File: config.mk
export PLATFORM = sky130hd
export DESIGN_NAME = minipic
export DESIGN_NICKNAME = d
export VERILOG_FILES = /design/src/rtl/minipic_pkg.sv /design/src/rtl/minipic_prio_enc.sv /design/src/rtl/minipic.sv
export SDC_FILE = /design/constraint.sdc
export NUM_CORES = 1
export LEC_CHECK = 0
export BUFFER_PORTS_ARGS = -buffer_cell sky130_fd_sc_hd__buf_2
export CORE_UTILIZATION = 30
export DETAILED_ROUTE_END_ITERATION = 6
export HOLD_SLACK_MARGIN = 0.06
export SYNTH_ARGS = -nofsm -noshare
export SYNTH_HDL_FRONTEND = slang
export SYNTH_SLANG_ARGS = --single-unit
File: constraint.sdc
create_clock -name clk -period 2.4 [get_ports clk]
set_input_delay 0.48 -clock clk [delete_from_list [all_inputs] [get_ports clk]]
set_output_delay 0.48 -clock clk [all_outputs]
set_load 0.005 [all_outputs]
File: src/rtl/minipic_pkg.sv
// minipic_pkg: shared constants for the minipic interrupt controller
//   SEL_*   : cfg_sel register codes (1 is reserved)
//   state_t : FSM state encoding
package minipic_pkg;
   localparam logic [1:0] SEL_ENABLE   = 2'd0;
   localparam logic [1:0] SEL_PEND_CLR = 2'd2;
   localparam logic [1:0] SEL_OVF_CLR  = 2'd3;
   typedef enum logic {ST_IDLE, ST_PRESENT} state_t;
endpackage

File: src/rtl/minipic_prio_enc.sv
// minipic_prio_enc: combinational lowest-index priority encoder
//   req [NUM_SRC] : request vector
//   idx [ID_W]    : index of the lowest set bit (0 when none)
//   any           : at least one request set
module minipic_prio_enc #(
   parameter int NUM_SRC = 4,
   parameter int ID_W    = 2
) (
   input  logic [NUM_SRC-1:0] req,
   output logic [ID_W-1:0]    idx,
   output logic               any
);
   always_comb begin
      idx = '0;
      for (int i = NUM_SRC - 1; i >= 0; i--)
         if (req[i]) idx = ID_W'(i);
   end
   assign any = |req;
endmodule

File: src/rtl/minipic.sv
// minipic: small interrupt controller with edge capture, masking and lowest-index priority
//   clk, rst_n (sync, active-low), enable (global enable)
//   irq_in [NUM_SRC]        : edge-detected request lines
//   cfg_we/cfg_sel/cfg_data : register writes (ENABLE, PEND_CLR, OVF_CLR)
//   irq_ack                 : host acknowledge, honoured only while presenting
//   irq_out, irq_id         : presented interrupt and its source index
//   pending, overflow       : status, zero-extended to 8 bits
// Optional build macro MINIPIC_OVERFLOW_EN adds sticky overflow flags.
module minipic
   import minipic_pkg::*;
#(
   parameter int NUM_SRC = 4,
   parameter int ID_W    = (NUM_SRC > 1) ? $clog2(NUM_SRC) : 1
) (
   input  logic               clk,
   input  logic               rst_n,
   input  logic               enable,
   input  logic [NUM_SRC-1:0] irq_in,
   input  logic               cfg_we,
   input  logic [1:0]         cfg_sel,
   input  logic [7:0]         cfg_data,
   input  logic               irq_ack,
   output logic               irq_out,
   output logic [ID_W-1:0]    irq_id,
   output logic [7:0]         pending,
   output logic [7:0]         overflow
);
   state_t             state;
   logic [NUM_SRC-1:0] irq_in_q, pend, en_reg, rise, clr, active;
   logic [ID_W-1:0]    win;
   logic               any;

   // capture is fully suppressed while the block is globally disabled
   assign rise   = enable ? irq_in & ~irq_in_q : '0;
   assign clr    = ((cfg_we && cfg_sel == SEL_PEND_CLR) ? cfg_data[NUM_SRC-1:0] : '0)
                 | ((enable && state == ST_PRESENT && irq_ack) ? NUM_SRC'(1) << irq_id : '0);
   assign active = pend & en_reg;

   minipic_prio_enc #(.NUM_SRC(NUM_SRC), .ID_W(ID_W)) u_prio (
      .req(active),
      .idx(win),
      .any(any)
   );

   always_ff @(posedge clk) begin
      if (!rst_n) begin
         irq_in_q <= '0;
         pend     <= '0;
         en_reg   <= '0;
      end else begin
         if (enable) irq_in_q <= irq_in;
         pend <= (pend & ~clr) | rise;
         if (cfg_we && cfg_sel == SEL_ENABLE) en_reg <= cfg_data[NUM_SRC-1:0];
      end
   end

   always_ff @(posedge clk) begin
      if (!rst_n) begin
         state   <= ST_IDLE;
         irq_out <= 1'b0;
         irq_id  <= '0;
      end else if (!enable) begin
         state   <= ST_IDLE;
         irq_out <= 1'b0;
      end else begin
         case (state)
            ST_IDLE:
               if (any) begin
                  state   <= ST_PRESENT;
                  irq_out <= 1'b1;
                  irq_id  <= win;
               end
            ST_PRESENT:
               // withdraw when acked, masked off, or cleared from under us
               if (irq_ack || !en_reg[irq_id] || !pend[irq_id]) begin
                  state   <= ST_IDLE;
                  irq_out <= 1'b0;
               end
            default: begin
               state   <= ST_IDLE;
               irq_out <= 1'b0;
            end
         endcase
      end
   end

   assign pending = 8'(pend);

`ifdef MINIPIC_OVERFLOW_EN
   logic [NUM_SRC-1:0] ovf;
   always_ff @(posedge clk) begin
      if (!rst_n) ovf <= '0;
      else ovf <= (ovf & ~((cfg_we && cfg_sel == SEL_OVF_CLR) ? cfg_data[NUM_SRC-1:0] : '0))
                | (rise & pend & ~clr);
   end
   assign overflow = 8'(ovf);
`else
   assign overflow = '0;
`endif
endmodule

Yosys cells after proc, flatten, opt, wreduce, memory -nomap -nowiden
Cells that the tools add are included.

Magnitude comparators: 1. Equal/unequal tests: 3. Shift-type cells: 1. Mux-type cells: 17. Bitwise logic cells: 8. Reductions and logical operators: 13.

Operators by type and width (count): $and 4x4->4 (3); $mux 4 (3); $mux 2 (4); $not 4->4 (2); $or 4x4->4 (2); $mux 1 (6); $bmux 1 s2 (2); $logic_and 1x1->1 (4); $pmux 1 s2 (2); $reduce_and 2->1 (2); $reduce_or 4->1 (1); $shl 1x2->4 const A (1); $lt 2x3->1 const B (1); $reduce_and 3->1 (1); $eq 2x2->1 const B (1); $logic_not 1->1 (2); $logic_not 2->1 (1); $logic_or 1x1->1 (2); $ne 2x1->1 const B (1); $ne 2x2->1 const B (1); $not 1->1 (1).

Bits in registers: 16. Input bits: 19. Output and inout bits: 19. Logic and storage cells: 49.

Logic depth before layout (Yosys ltp)
Word-level depth: 7. Mapped depth: 5. Depth with buffers taken out: 4.

By module
A second synthesis with hierarchy kept.

Cell total of the unflattened synthesis: 95. Area total of the unflattened synthesis: 899.6 sq um.

By module, submodules not included: minipic (times used 1, cells an instance 88, area an instance 864.6 sq um, seq. area each 320.3 sq um); minipic_prio_enc (times used 1, cells an instance 7, area an instance 35.0 sq um, seq. area each 0.0 sq um).

Worst setup path after synthesis
Ideal clock, no wire load.

Kind: in2reg. Start point: input port enable. End point: register irq_out. Setup time: 0.116 ns. Arrival: 1.192 ns. Data required time: 2.284 ns. Setup slack: 1.093 ns. Stages on the path: 5. Buffers on the path: 1. Cell sequence: buf_2 -> nand2_1 -> nor2_1 -> and2_1 -> o22a_2.

Cells in the longest elaborated chain, start to end: 1.

Ends and longest elaborated chain: from (decl) (RTL line minipic.sv:17) `input logic enable,`; $reduce_and 2->1 (no source line); to (signal assigned) (RTL line minipic.sv:60) `irq_out <= 1'b0;`; to (signal assigned) (RTL line minipic.sv:64) `irq_out <= 1'b0;`; to (signal assigned) (RTL line minipic.sv:70) `irq_out <= 1'b1;`; to (decl) (RTL line minipic.sv:23) `output logic irq_out,`.

Every way passes these cells. A chain may end at the register's enable or synchronous reset.

Worst setup path in the final report
Start point: register irq_id[1]. End point: output port irq_id[1].

RTL lines: from (decl) (RTL line minipic.sv:24) `output logic [ID_W-1:0] irq_id,`; from (signal assigned) (RTL line minipic.sv:71) `irq_id <= win;`.

No word-level cell between the ends.

==> out/metrics.csv <==
stage,metric,value,unit
clock_tree,cts.path.max_buffers,2,
clock_tree,cts_buffers,3,
floorplanning,fp.dieW,54.31,um
yosys,syn_avg_cell_area,8.826,um2
global_route,antenna_found_initial,0,
setup_path,crit_arrival,930,ps
setup_path,cp_data_required_time,1920,ps
clock_tree,post-cts-setup-buffers,0,
yosys,synth_top_area_share,39.02,%
global_route,grt_pass1_wl,2.760,mm
setup_path,critical_path.max_fanout,7,
layout,seqCellArea,320.3,um2
yosys,synth_warnings,0,
layout,nNetsFinal,135,
floorplanning,start_util,32.54,%
clock_tree,cts_max_level,1,
clock_tree,cts_root_buffer,clkbuf_4,
clock_tree,clk_latency,290,ps
yosys,synth_edf_count,0,
yosys,synth.area.top_cells,"dfxtp_1 (39%), buf_4 (11%), mux2i_1 (9.8%)",
worst_hold_path,hp-class,in2reg,
setup_path,timing.critical_path.buf_inv,1,
layout,multi_input_area,434.2,um2
timing,hold_viol,0,
layout,area_delta_synth_final,14.63,%
power,power_density,559.3,nW/um2
detailed_routing,postRouteAntennaNets,0,
power,p_total,0.0005262,W
detailed_routing,vias,678,
timing,report.final.slew_viol_count,0,
floorplanning,design.core.area,2522,um2
yosys,synthMostInstantiatedCell,dfxtp_1,
yosys,async_reset_ff_share,0,%
yosys,syn_inst,93,
timing,fmaxAchievable,710.0,MHz
place,placed_cell_area,904.6,um2
yosys,synthFlopType,dfxtp_1,
detailed_routing,drt_iter0_markers,5,
yosys,synth_seq_cells,16,
power,peakVddDrop,0.0002636,V
floorplanning,num_rows,18,
global_route,grt-ovfl-total,0,
clock_tree,cts_resized,0,
floorplanning,die_h,54.31,um
place,numPortBuffers,21,
floorplanning,dieArea,2949,um2
layout,layout-drive-gt1-share,27.83,%
clock_tree,cts_tree,done,
setup_path,path_delay_family,flip-flops,
layout,diodes,0,
detailed_routing,avgViaCountPerCell,4.676,
timing,setup_tns,0,ps
timing,rsz0062_at_grt,no,
setup_path,critical-path-slowest-cell,dfxtp_1,
setup_path,slowest_delay,470,ps
timing,clock_skew,2.778,ps
setup_path,start_kind,register,
detailed_routing,wl_per_cell,11.30,um
job,maxCapViolCount,0,
setup_path,crit_path_end_kind,primary output,
yosys,yosysSeqAreaShare,39.02,%
detailed_routing,route.detailed.drc,0,
yosys,synth_common_cells,"dfxtp_1 (16), nand2_1 (15), buf_4 (12)",
layout,stdcell_area,940.9,um2
timing,min_period,1408,ps
global_route,track_usage,13.34,%
yosys,syn_area,820.8,um2
yosys,yosysTopAreaCell,dfxtp_1,
clock_tree,ctsHoldBuffers,0,
setup_path,crit_type,reg2out,
floorplanning,io_pins,38,
run_status,status,"finished, final reports clean",
detailed_routing,totalWireLength,1.638,mm
place,dp_hpwl,1.318,mm
clock_tree,clock-sinks,16,
yosys,yosysUniqueCellTypes,29,
layout,fill_cells,278,
global_route,grt_max_degree,10,
timing,holdWs,435.1,ps
power,leakage,0.4419,nW
place,gp_congestion,0.8182,
detailed_routing,firstDrtPassIters,4,
clock_tree,clkSlewWorstSetupHoldPaths,90,ps
timing,fin_crit_sh,58.69,%
global_route,grt_pass1_vias,663,
timing,setup_viol,0,
setup_path,crit_chain,buf_2,
area by class of cell:
class,instances,area share (%)
Multi-Input combinational cell,72,46.14
Sequential cell,16,34.04
Timing Repair Buffer,21,11.17
Tap cell,30,3.989
Clock buffer,4,3.856
Inverter,2,0.7979
kinds of logic (layout without fill, tap and decap cells):
kind of cell / Yosys count / in the layout / share of synthesized area [%]
and+or+nand+nor: 38 / 38 / 23.02
other: 1 / 12 / 0.4569
buffers and inverters: 16 / 27 / 13.11
DFF: 16 / 16 / 39.02
AOI/OAI and AO/OA: 13 / 13 / 11.89
muxes: 9 / 9 / 12.50
layout by cell type, fill, tap and decap left out:
| cell | instances |
|---|---|
| a211oi_1 | 1 |
| a21o_2 | 1 |
| a21oi_1 | 3 |
| a31o_2 | 1 |
| a41o_2 | 1 |
| and2_1 | 1 |
| and3_1 | 1 |
| and3b_1 | 1 |
| buf_2 | 21 |
| clkbuf_4 | 3 |
| clkbuf_8 | 1 |
| clkinv_1 | 1 |
| conb_1 | 12 |
| dfxtp_1 | 16 |
| inv_1 | 1 |
| mux2i_1 | 8 |
| mux4_2 | 1 |
| nand2_1 | 15 |
| nand2b_1 | 2 |
| nand3_1 | 3 |
| nand4_1 | 1 |
| nor2_1 | 9 |
| nor2b_1 | 1 |
| nor3_2 | 1 |
| nor3b_1 | 2 |
| nor3b_2 | 1 |
| o2111ai_1 | 2 |
| o21ai_0 | 2 |
| o22a_2 | 1 |
| o32ai_1 | 1 |
where the power goes:
| group | switching (W) | internal, W | total, W |
|---|---|---|---|
| sequential | 0.00000824 | 0.000278 | 0.000286 |
| combinational | 0.0000328 | 0.0000273 | 0.0000601 |
| clock | 0.0000877 | 0.0000925 | 0.000180 |
| total | 0.000129 | 0.000398 | 0.000526 |
metal layers:
| metal | global-route usage, % | wire, um |
|---|---|---|
| met1 | 15.41 | 737 |
| met2 | 22.76 | 770 |
| met3 | 4.167 | 111 |
| met4 | 5.128 | 19 |
| met5 | 0 | 0 |
worst min-delay path, stage by stage:
cell	delay [ps]
buf_2	90
mux2i_1	60
nor2_1	70
through the flow:
stage | cells | setup slack, ps | utilization [%]
after global routing | 145 | 904.3 | 37.30
after detailed placement | 141 | 978.4 | 35.86
final | 145 | 991.5 | 37.30
after floorplan | 104 | 1093 | -
after CTS | 145 | 976.6 | 37.30
after global placement | 141 | 1013 | 35.86
worst paths after layout:
kind,from,end,slack [ps],depth (start not counted)
min,cfg_data[3],en_reg[3]$_SDFFE_PN0P_,440,3
min reg2reg,irq_in_q[0]$_SDFFE_PN0P_,pend[0]$_SDFF_PN0_,470,1
max reg2reg,irq_id[1]$_SDFFE_PN0P_,irq_out$_SDFFE_PN0P_,1000,3
max,irq_id[1]$_SDFFE_PN0P_,irq_id[1],990,1
(Power assumes the default switching activity.)
